## src/rtl/ks_seq_pkg.sv

```systemverilog
// Shared definitions for the block-serial Kogge-Stone subtractor.
//   - default operand width and slice width
//   - FSM state encoding (IDLE / RUN / DONE)
//   - helpers that derive the slice count and slice-index width
package ks_seq_pkg;

    localparam int KS_WIDTH_DEF = 32;
    localparam int KS_SLICE_DEF = 8;

    typedef enum logic [1:0] {
        ST_IDLE = 2'd0,
        ST_RUN  = 2'd1,
        ST_DONE = 2'd2
    } ks_state_e;

    // Number of slice passes needed to cover the full operand.
    function automatic int ks_num_slices(input int width, input int slice);
        return width / slice;
    endfunction

    // Index register width; never below one bit so a single-slice build still has a counter.
    function automatic int ks_idx_width(input int ns);
        return (ns > 1) ? $clog2(ns) : 1;
    endfunction

endpackage

```

## src/rtl/ks_slice.sv

```systemverilog
// Combinational SLICE-bit Kogge-Stone adder: s = a + b + cin.
// Ports:
//   a, b  in   SLICE  addends
//   cin   in   1      carry into bit 0
//   s     out  SLICE  sum
//   cout  out  1      carry out of the top bit
module ks_slice #(
    parameter int SLICE = 8
) (
    input  logic [SLICE-1:0] a,
    input  logic [SLICE-1:0] b,
    input  logic             cin,
    output logic [SLICE-1:0] s,
    output logic             cout
);

    localparam int LEVELS = (SLICE > 1) ? $clog2(SLICE) : 0;

    logic [SLICE-1:0] g [0:LEVELS];
    logic [SLICE-1:0] p [0:LEVELS];
    logic [SLICE-1:0] prop;
    logic [SLICE:0]   carry;

    always_comb begin
        for (int l = 0; l <= LEVELS; l++) begin
            g[l] = '0;
            p[l] = '0;
        end
        prop = a ^ b;
        g[0] = a & b;
        p[0] = prop;
        // Fold cin into bit 0 so every prefix G[i] is directly the carry out of bit i.
        g[0][0] = (a[0] & b[0]) | (prop[0] & cin);

        // Prefix tree: level l combines each bit with the group 2^l positions below it.
        for (int l = 0; l < LEVELS; l++) begin
            for (int i = 0; i < SLICE; i++) begin
                if (i >= (1 << l)) begin
                    g[l+1][i] = g[l][i] | (p[l][i] & g[l][i-(1<<l)]);
                    p[l+1][i] = p[l][i] & p[l][i-(1<<l)];
                end else begin
                    g[l+1][i] = g[l][i];
                    p[l+1][i] = p[l][i];
                end
            end
        end

        carry[0] = cin;
        for (int i = 0; i < SLICE; i++) begin
            carry[i+1] = g[LEVELS][i];
        end
        s    = prop ^ carry[SLICE-1:0];
        cout = carry[SLICE];
    end

endmodule

```

## src/rtl/ks_sub32_seq.sv

```systemverilog
// Block-serial subtractor: s = x1 + ~x2 + cin, computed one SLICE-bit chunk per
// cycle through a single shared Kogge-Stone slice with a registered inter-slice carry.
// Ports:
//   clk, rst              clock, asynchronous active-high reset
//   in_valid / in_ready   operand handshake (x1, x2, cin)
//   out_valid / out_ready result handshake (s, cout, ovf, zero)
//   cout  1 = no borrow; ovf = signed overflow; zero = (s == 0)
//
// Handshake: a transfer happens on a rising edge where valid and ready are both
// high. in_ready is high only in IDLE; out_valid is high only in DONE. The
// producer side is never re-accepted in the cycle a result is consumed, and the
// result outputs do not change while out_valid is high.
module ks_sub32_seq
    import ks_seq_pkg::*;
#(
    parameter int WIDTH = KS_WIDTH_DEF,
    parameter int SLICE = KS_SLICE_DEF
) (
    input  logic             clk,
    input  logic             rst,
    input  logic             in_valid,
    output logic             in_ready,
    input  logic [WIDTH-1:0] x1,
    input  logic [WIDTH-1:0] x2,
    input  logic             cin,
    output logic             out_valid,
    input  logic             out_ready,
    output logic [WIDTH-1:0] s,
    output logic             cout,
    output logic             ovf,
    output logic             zero
);

    localparam int NS = ks_num_slices(WIDTH, SLICE);
    localparam int IW = ks_idx_width(NS);

    localparam logic [1:0] IDLE = ST_IDLE;
    localparam logic [1:0] RUN  = ST_RUN;
    localparam logic [1:0] DONE = ST_DONE;

    logic [1:0]       state;
    logic [IW-1:0]    idx;
    logic             carry;
    logic [WIDTH-1:0] a_reg;
    logic [WIDTH-1:0] b_reg;
    logic [WIDTH-1:0] s_reg;
    logic             cout_reg;
    logic             ovf_reg;
    logic             zero_reg;

    logic [SLICE-1:0] slice_s;
    logic             slice_cout;
    logic [WIDTH-1:0] s_next;

    ks_slice #(.SLICE(SLICE)) u_slice (
        .a    (a_reg[idx*SLICE +: SLICE]),
        .b    (b_reg[idx*SLICE +: SLICE]),
        .cin  (carry),
        .s    (slice_s),
        .cout (slice_cout)
    );

    // s_reg with the current slice merged in; on the last pass this is the full
    // result, which zero and ovf need in the same edge.
    always_comb begin
        s_next = s_reg;
        s_next[idx*SLICE +: SLICE] = slice_s;
    end

    always_ff @(posedge clk or posedge rst) begin
        if (rst) begin
            state    <= IDLE;
            idx      <= '0;
            carry    <= 1'b0;
            a_reg    <= '0;
            b_reg    <= '0;
            s_reg    <= '0;
            cout_reg <= 1'b0;
            ovf_reg  <= 1'b0;
            zero_reg <= 1'b0;
        end else begin
            case (state)
                IDLE: begin
                    if (in_valid) begin
                        a_reg <= x1;
                        b_reg <= ~x2;
                        carry <= cin;
                        idx   <= '0;
                        state <= RUN;
                    end
                end
                RUN: begin
                    s_reg <= s_next;
                    carry <= slice_cout;
                    idx   <= idx + IW'(1);
                    if (idx == IW'(NS - 1)) begin
                        cout_reg <= slice_cout;
                        ovf_reg  <= (a_reg[WIDTH-1] == b_reg[WIDTH-1]) &&
                                    (s_next[WIDTH-1] != a_reg[WIDTH-1]);
                        zero_reg <= (s_next == '0);
                        state    <= DONE;
                    end
                end
                DONE: begin
                    if (out_ready) begin
                        state <= IDLE;
                    end
                end
                default: state <= IDLE;
            endcase
        end
    end

    assign in_ready  = (state == IDLE);
    assign out_valid = (state == DONE);
    assign s         = s_reg;
    assign cout      = cout_reg;
    assign ovf       = ovf_reg;
    assign zero      = zero_reg;

endmodule

```

## config.mk

```make
export PLATFORM = sky130hd
export DESIGN_NAME = ks_sub32_seq
export DESIGN_NICKNAME = d
export VERILOG_FILES = /design/src/rtl/ks_seq_pkg.sv /design/src/rtl/ks_slice.sv /design/src/rtl/ks_sub32_seq.sv
export SDC_FILE = /design/constraint.sdc
export NUM_CORES = 1
export LEC_CHECK = 0
export CELL_PAD_IN_SITES_DETAIL_PLACEMENT = 0
export CELL_PAD_IN_SITES_GLOBAL_PLACEMENT = 1
export CORE_AREA = 2 2 111 113
export DETAILED_ROUTE_END_ITERATION = 7
export DIE_AREA = 0 0 113 115
export PLACE_DENSITY_LB_ADDON = 0.1
export RECOVER_POWER = 25
export SLEW_MARGIN = 20
export SYNTH_ARGS = -nofsm -noshare
export SYNTH_HDL_FRONTEND = slang
export SYNTH_SLANG_ARGS = --single-unit
```

## constraint.sdc

```tcl
create_clock -name clk -period 5.11 [get_ports clk]
set_input_delay 1.022 -clock clk [delete_from_list [all_inputs] [get_ports clk]]
set_output_delay 1.022 -clock clk [all_outputs]
set_load 0.01 [all_outputs]
```

### Yosys cells after proc, flatten, opt, wreduce, memory -nomap -nowiden

Index checks and enable logic that the tools add are counted.
Widths: inputs -> output; s select.

| word-level totals | value |
|---|---|
| register bits | 104 |
| bits of input ports | 69 |
| output and inout bits | 37 |
| logic and storage cells | 91 |

| cells by class | value |
|---|---|
| add/subtract/negate cells | 2 |
| equality and inequality tests | 8 |
| shifts and indexed selects | 4 |
| multiplexer cells | 9 |
| bitwise logic cells | 51 |
| reductions and logical operators | 8 |

Operator list:

| cell | count |
|---|---|
| $shiftx 32x6->8 | 2 |
| $neg 5->34 | 1 |
| $shift 8x34->32 const A | 1 |
| $shiftx 8x34->32 | 1 |
| $bwmux 32 | 1 |
| $logic_not 32->1 | 1 |
| $not 32->32 | 1 |
| $and 1x1->1 | 29 |
| $or 1x1->1 | 18 |
| $xor 8x8->8 | 2 |
| $and 8x8->8 | 1 |
| $mux 2 | 4 |
| $pmux 2 s3 | 1 |
| $reduce_and 2->1 | 3 |
| $eq 2x2->1 const B | 2 |
| $ne 2x2->1 const B | 2 |
| $pmux 2 s2 | 1 |
| $reduce_and 3->1 | 1 |
| $add 2x1->2 const B | 1 |
| $eq 2x1->1 const B | 1 |
| $logic_not 2->1 | 1 |
| $ne 2x1->1 const B | 1 |
| $pmux 1 s2 | 1 |
| $reduce_bool 2->1 | 1 |
| other kinds (4) | 4 |

### Depth between registers and ports, before layout

Gate-level depths: netlist of run 1.

| depth | value |
|---|---|
| word-level depth | 13 |
| depth in mapped cells | 12 |
| mapped depth without buffers | 10 |

### By module

A second synthesis of run 1 with hierarchy kept.

| unflattened totals | value |
|---|---|
| cell total of the unflattened synthesis | 451 |
| area total of the unflattened synthesis | 4789.6 sq um |

By module, submodules not included:

| module | times used | cells each | area each (sq um) | sequential area each (sq um) |
|---|---|---|---|---|
| ks_sub32_seq | 1 | 406 | 4435.5 | 2602.5 |
| ks_slice | 1 | 45 | 354.1 | 0.0 |

### Worst setup path after synthesis of run 1

No wires, ideal clock.

| timing path | value |
|---|---|
| kind | flip-flop to flip-flop |
| from | reg idx[0] |
| to | reg ovf_reg (netlist: ovf) |
| library setup time | 0.082 ns |
| data arrival time | 3.154 ns |
| data required time | 5.028 ns |
| setup slack | 1.874 ns |
| cell stages (with the launch flop) | 11 |
| buffers on the path | 2 |
| period minus slack after synthesis | 3.236 ns |
| path through | dfrtp_1 > clkbuf_1 > buf_2 > mux4_2 > fa_1 > a21o_1 > a31o_1 > o41a_1 > xor2_1 > a221o_1 > a31oi_1 |

| on the way | value |
|---|---|
| word-level cells in the longest chain between the ends | 13 |
| elaborated cells on any way between the ends | 52 |
| those cells by class | 1 x add/sub; 2 x eq/ne; 4 x shift; 1 x mux; 42 x bitwise; 2 x reduce/logical |

Ends and longest elaborated chain:

| what | line | text |
|---|---|---|
| start: declaration | ks_sub32_seq.sv:42 | `logic [IW-1:0] idx;` |
| start signal: assignment | ks_sub32_seq.sv:95 | `idx <= idx + IW'(1);` |
| $shiftx 32x6->8, on equally long branches | ks_sub32_seq.sv:56, ks_sub32_seq.sv:57 |  |
| $xor 8x8->8 | ks_slice.sv:29 | `prop = a ^ b;` |
| $and 1x1->1 | ks_slice.sv:33 | `g[0][0] = (a[0] & b[0]) \| (prop[0] & cin);` |
| $or 1x1->1 | ks_slice.sv:33 |  |
| $and 1x1->1 | ks_slice.sv:39 | `g[l+1][i] = g[l][i] \| (p[l][i] & g[l][i-(1<<l)]);` |
| $or 1x1->1 | ks_slice.sv:39 |  |
| $and 1x1->1 | ks_slice.sv:39 |  |
| $or 1x1->1 | ks_slice.sv:39 |  |
| $xor 8x8->8 | ks_slice.sv:52 | `s = prop ^ carry[SLICE-1:0];` |
| $shiftx 8x34->32 | ks_sub32_seq.sv:67 | `s_next[idx*SLICE +: SLICE] = slice_s;` |
| $bwmux 32 | ks_sub32_seq.sv:67 |  |
| $ne 1x1->1 | ks_sub32_seq.sv:99 | `(s_next[WIDTH-1] != a_reg[WIDTH-1]);` |
| $logic_and 1x1->1 | ks_sub32_seq.sv:98 | `ovf_reg <= (a_reg[WIDTH-1] == b_reg[WIDTH-1]) &&` |
| end signal: assignment | ks_sub32_seq.sv:98 |  |
| end: declaration | ks_sub32_seq.sv:48 | `logic ovf_reg;` |

Parallel ways exist; a longest one is shown, timed or not.
A chain may end at the register's enable or synchronous reset.

==> reports/qor.yml, run 1 <==
drt:
  drc: 5
  routedWlPerCell_um: 16.8
  drt-vias-per-instance: 5.20
  wirelength_um: 12200
  postRouteAntennaNets: 0
  vias: 3788
  drt_iter0_drc: 205
  firstDrtPassIters: 6
finish:
  drive_gt1_frac: 0.0671
  finalNetCount: 660
  num-fill-cells: 1105
  area_delta_synth_final_pct: 31.1
  multi_input_area_mm2: 0.00210
  final-seq-area_mm2: 0.00260
  n_antenna_cell: 0
  layout.cells.non_filler: 728
sta:
  fin_crit_ns: 3.72
  setup_ws_ns: 1.39
  slew_viol_final: 80
  slew_headroom: -0.961
  fmax_ghz: 0.269
  hold_violations: 0
  period_share: 0.728
  rsz0062_at_grt: "no"
  finalSetupViolations: 0
  finClkSkew_ns: 0.00513
  whs_ns: 0.475
  tns_ns: 0
  tightest_slew_ns: 2.94
power_and_ir_drop:
  p_comb_frac: 0.528
  clkPwrFrac: 0.154
  intPower_mw: 2.58
  ir_drop_mv: 0.368
  leakagePower_nw: 2.86
  power_mw: 4.60
  seq_power_share: 0.318
  switching_share: 0.438
  power_density_mw_per_mm2: 729
  p_sw_mw: 2.02
synthesis:
  netlist_area_mm2: 0.00481
  synth_cell_types: 40
  synth_edf_count: 0
  ys.warnings.count: 0
  dominantRegCellSynth: "dfrtp_1"
  synth-seq-cells: 104
  netlist_instances: 477
  postSynthAreaPerCell_um2: 10.1
  async_flop_share: 1.00
  seq_area_frac_synth: 0.541
  synth_nets: 561
hold_path:
  holdCritPathClass: "flip-flop to flip-flop"
  whs_path_depth: 2
  holdPathEnd: "b_reg[15]"
  worstHoldStart: "b_reg[15]"
cts:
  cts.sinks: 104
  cts-root-buf: "clkbuf_16"
  clk-insertion-delay-late_ns: 0.35
  post_cts.repair.setup_buffers: 0
  cts_resized: 0
  cts_hold_buf: 0
  cts-htree-levels: 3
  cts_tree: "built"
  cts-buffers-inserted: 9
  clockBufferDepth: 2
  clkTransAtPathRegs_ns: 0.07
critical_path:
  path_class: "primary input to asynchronous set/reset pin"
  cp.arrival_ns: 3.53
  crit_slowest_cell: "inv_1"
  path_buf_inv: 2
  cp-end-kind: "asynchronous set/reset pin"
  r2r_setup_slack_ns: 1.44
  critical_path.startpoint_type: "primary input"
  crit_family: "buffers and inverters"
  max_stage_delay_ns: 2.06
  r2r_end: "zero"
  worstRegToRegCells: 9
  critPathRequiredTime_ns: 4.92
  path_max_fanout: 79
  r2r-start: "idx[0]"
  crit_chain: "clkdlybuf4s50_1, inv_1"
floorplanning:
  rows: 40
  io_pins: 106
  die_area_mm2: 0.0130
  die_w_um: 113
  die_y_um: 115
  start_util: 0.407
  core-area_mm2: 0.0118
place:
  dp_cells: 712
  hpwl_um: 9040
  place_congestion: 0.806
  dp_worst_setup_slack_ns: 1.44
  port_buffers: 105
global_route:
  grt_max_degree: 80
  grt_antenna_before_repair: 0
  grt_pass1_vias: 3889
  grtUsageTotal: 0.196
  grt.overflow.total: 0
  grt_pass1_wl_um: 19900
job:
  drv_cap: 1
outcome:
  status: "finished, violations left"
  failed_checks: "DRC, capacitance limit, slew limit"
-- layout make-up --
| class | count | share of cell area |
|---|---|---|
| multi-input combinational | 344 | 0.333 |
| sequential | 104 | 0.413 |
| tap | 147 | 0.0292 |
| clock buffer | 12 | 0.0407 |
| timing repair buffer | 109 | 0.171 |
| clock inverter | 4 | 0.00833 |
| inverter | 8 | 0.00476 |
-- metal layers --
metal	track usage	wire length, um	vias to the layer above
li1	-	-	1846
met1	0.247	5300	1839
met2	0.347	6220	94
met3	0.0369	570	9
met4	0.0561	146	0
met5	0	0	-
-- through the flow --
stage	area, um2	util
final	6310	0.534
after global placement	6000	0.508
after floorplan	4810	-
after detailed placement	6000	0.508
after global routing	6310	0.534
after CTS	6310	0.534
-- cells in the mapped netlist, types with 2 or more instances --
master / instances / area [um2]
fa_1: 2 / 40.0
a22o_1: 16 / 140
nand2_1: 160 / 601
nor2_1: 14 / 52.6
nand4_1: 2 / 12.5
inv_1: 8 / 30.0
mux2i_1: 2 / 20.0
nand2b_1: 4 / 25.0
buf_2: 3 / 15.0
a31oi_1: 2 / 12.5
o31ai_1: 2 / 15.0
xnor2_1: 3 / 26.3
a21o_1: 2 / 15.0
xor2_1: 3 / 26.3
a21oi_1: 14 / 70.1
mux4_2: 16 / 360
nor2b_1: 3 / 18.8
dfrtp_1: 104 / 2600
nand3_1: 4 / 20.0
and2_1: 3 / 18.8
nor4_1: 8 / 50.1
o21ai_0: 55 / 275
ha_1: 13 / 163
clkbuf_1: 18 / 67.6
-- how the worst max path moves through the flow --
stage / startpoint / endpoint / slack (ns) / depth (start not counted)
after global routing: rst / a_reg[29] / 0.65 / 2
after floorplan: rst / a_reg[0] / 1.36 / 1
final: rst / a_reg[11] / 1.39 / 2
after detailed placement: idx[0] / zero / 1.44 / 9
after CTS: idx[0] / zero / 1.41 / 9
after global placement: idx[0] / zero / 1.20 / 8
-- logic make-up after synthesis --
group | after synthesis | share of synthesized area
compound gates | 102 | 0.129
xor+xnor | 6 | 0.0109
flops | 104 | 0.541
mux | 18 | 0.0791
buf+inv | 29 | 0.0234
fa+ha+maj | 15 | 0.0421
simple gates | 203 | 0.174
-- layout by cell type, fill, tap and decap left out, types with 3 or more instances in the layout --
master           instances
nand2b_1                 4
ha_1                    13
inv_1                    8
nor4_1                   8
xor2_1                   3
clkbuf_16                9
xnor2_1                  3
clkdlybuf4s50_1        105
and2_1                   3
nand3_1                  4
mux4_2                  16
a22o_1                  16
o21ai_0                 55
dfrtp_1                104
nor2_1                  14
nand2_1                159
buf_4                    4
a21oi_1                 14
-- power by group through the flow --
| stage | Combinational [mW] | Clock, mW | Sequential, mW |
|---|---|---|---|
| floorplan | 1.60 | 0 | 1.38 |
| global placement | 2.39 | 0 | 1.49 |
| detailed placement | 2.45 | 0 | 1.48 |
| CTS | 2.46 | 0.723 | 1.47 |
| global route | 2.68 | 0.755 | 1.51 |
| finish | 2.43 | 0.710 | 1.46 |
Power figures use the tool's default switching activity.
==> run 2, diff against run 1 <==
Settings changed: CORE_AREA 2 2 111 113 to 2 2 121 123, DIE_AREA 0 0 113 115 to 0 0 123 125.
Clock period 5.11 ns to 3.2 ns, I/O delays scaled along.
==> reports/qor.yml, run 2 (synthesis gave the netlist of run 1 again) <==
outcome:
  status: "finished clean"
global_route:
  grtUsageTotal: 0.181  # -0.0147
  grt_pass1_vias: 3979  # +2.3%
  grt.overflow.total: 0  # unchanged
  grt_antenna_before_repair: 0  # unchanged
  grt_pass1_wl_um: 21300  # +7.4%
  grt_max_degree: 98  # +23%
cts:
  cts_tree: "built"
  post_cts.repair.setup_buffers: 0  # unchanged
  cts-htree-levels: 3  # unchanged
  cts_resized: 0  # unchanged
  clockBufferDepth: 2  # unchanged
  clkTransAtPathRegs_ns: 0.07  # about the same
  cts-root-buf: "clkbuf_16"
  clk-insertion-delay-late_ns: 0.35  # about the same
  cts.sinks: 104  # unchanged
  cts_hold_buf: 0  # unchanged
  cts-buffers-inserted: 9  # unchanged
critical_path:
  cp.arrival_ns: 3.29  # -0.24 ns
  crit_slowest_cell: "mux4_2"
  critical_path.startpoint_type: "flip-flop"
  crit_chain: "buf_12, mux4_2, ha_1, a21o_1, a31o_1, o41a_1, xor2_1, a221o_1, a31oi_1"
  critPathRequiredTime_ns: 3.48  # -1.44 ns
  r2r-start: "idx[0]"
  path_class: "flip-flop to flip-flop"
  cp-end-kind: "flip-flop"
  r2r_end: "ovf"
  path_max_fanout: 15  # -81%
  r2r_setup_slack_ns: 0.19  # -1.25 ns
  worstRegToRegCells: 9  # unchanged
  crit_family: "compound AO/OA/AOI/OAI gates"
  path_buf_inv: 1  # -1
  max_stage_delay_ns: 0.56  # -1.50 ns
sta:
  fin_crit_ns: 3.01
  fmax_ghz: 0.332
  period_share: 0.942
  hold_violations: 0  # unchanged
  tightest_slew_ns: 1.25  # -1.69 ns
  setup_ws_ns: 0.186  # -1.20 ns
  tns_ns: 0  # unchanged
  slew_viol_final: 0  # -100%
  slew_headroom: 0.168  # +1.13
  finalSetupViolations: 0  # unchanged
  finClkSkew_ns: 0.00487  # -0.000258 ns
finish:
  area_delta_synth_final_pct: 34.6
  final-seq-area_mm2: 0.00260  # about the same
  drive_gt1_frac: 0.0875  # +0.0204
  finalNetCount: 674  # +2.1%
  num-fill-cells: 1402  # +27%
  n_antenna_cell: 0  # unchanged
  final_common_cell: "nand2_1"
  fin_util: 0.456  # -0.0782
  multi_input_area_mm2: 0.00210  # about the same
  final_cell_mix: "nand2_1, clkdlybuf4s50_1, dfrtp_1, o21ai_0"
drt:
  drt-vias-per-instance: 4.96  # -4.7%
  firstDrtPassIters: 5  # -1
  drt_iter0_drc: 239  # +17%
  routedWlPerCell_um: 16.5  # -1.6%
  drc: 0  # -5
  postRouteAntennaNets: 0  # unchanged
  vias: 3858  # +1.8%
  wirelength_um: 12900  # +5.2%
power_and_ir_drop:
  p_comb_frac: 0.572  # +0.044
  power_density_mw_per_mm2: 1230  # +68%
  clkPwrFrac: 0.145  # -0.009
  ir_drop_mv: 0.737  # +100%
  switching_share: 0.421  # -0.0179
  seq_power_share: 0.284  # -0.034
  p_sw_mw: 3.34  # +66%
  leakagePower_nw: 2.93  # +2.3%
  intPower_mw: 4.60  # +78%
hold_path:
  whs_path_depth: 2  # unchanged
  worstHoldStart: "a_reg[30]"
  holdCritPathClass: "flip-flop to flip-flop"
  holdPathEnd: "a_reg[30]"
floorplanning:
  io_pins: 106  # unchanged
  die_area_mm2: 0.0154  # +18%
  die_y_um: 125  # +8.7%
  rows: 44  # +10%
  core-area_mm2: 0.0142  # +20%
  start_util: 0.339  # -0.0686
  die_w_um: 123  # +8.8%
place:
  dp_worst_setup_slack_ns: 0.107  # -1.34 ns
  hpwl_um: 9660  # +6.9%
  port_buffers: 105  # unchanged
  place_congestion: 0.838  # +4.0%
job:
  drv_cap: 0  # -1
[run 2: cell count changes in the layout (fill, tap and decap cells not counted), sizes merged]
cell and delta:
bufinv +1, inv -1, dlygate4sd3 +1, clkinv -1, clkdlybuf4s50 -1, clkbuf +1
buf +12, clkinvlp +1
[run 2: per-stage QoR]
| stage | total power [mW] | hold slack [ns] | cell area, um2 | std cells |
|---|---|---|---|---|
| after floorplan | 4.76 | 0.440 | 4820 | 477 |
| after global placement | 6.87 | 0.457 | 6200 | 763 |
| after detailed placement | 6.89 | 0.460 | 6200 | 763 |
| after CTS | 8.06 | 0.477 | 6500 | 778 |
| after global routing | 8.64 | 0.493 | 6470 | 778 |
| final | 7.94 | 0.474 | 6470 | 778 |
[run 2: how the worst max path moves through the flow]
stage / start / end / slack [ns] / depth (start not counted)
floorplan: idx[0] / ovf / 0.05 / 10
global placement: idx[0] / ovf / 0.17 / 9
detailed placement: idx[0] / ovf / 0.11 / 9
CTS: idx[0] / ovf / 0.08 / 9
global route: idx[1] / zero / -0.005 / 10
finish: idx[0] / ovf / 0.19 / 9
[run 2: area by class of cell]
class	count	area share
multi-input combinational	344	0.324
clock buffer	11	0.0359
tap	184	0.0356
timing repair buffer	123	0.186
inverter	8	0.00483
sequential	104	0.402
clock inverter	4	0.0108
[run 2: tightest hold or removal path, delay by kind of cell (launching register included)]
family	cells	cell delay, ns
flip-flops	1	0.34
AND/OR/NAND/NOR	2	0.10
[run 2: metal layers]
layer / up-vias / wire [um] / GRT usage
met5: - / 0 / 0
met4: 0 / 175 / 0.0541
met3: 11 / 656 / 0.0379
met2: 97 / 6300 / 0.292
met1: 1871 / 5730 / 0.246
li1: 1879 / - / -
[run 2: power by group through the flow]
stage | clock (mW) | sequential, mW | combinational [mW]
finish | 1.15 | 2.25 | 4.54
global route | 1.23 | 2.33 | 5.08
CTS | 1.18 | 2.27 | 4.62
detailed placement | 0 | 2.28 | 4.60
global placement | 0 | 2.27 | 4.59
floorplan | 0 | 2.20 | 2.57
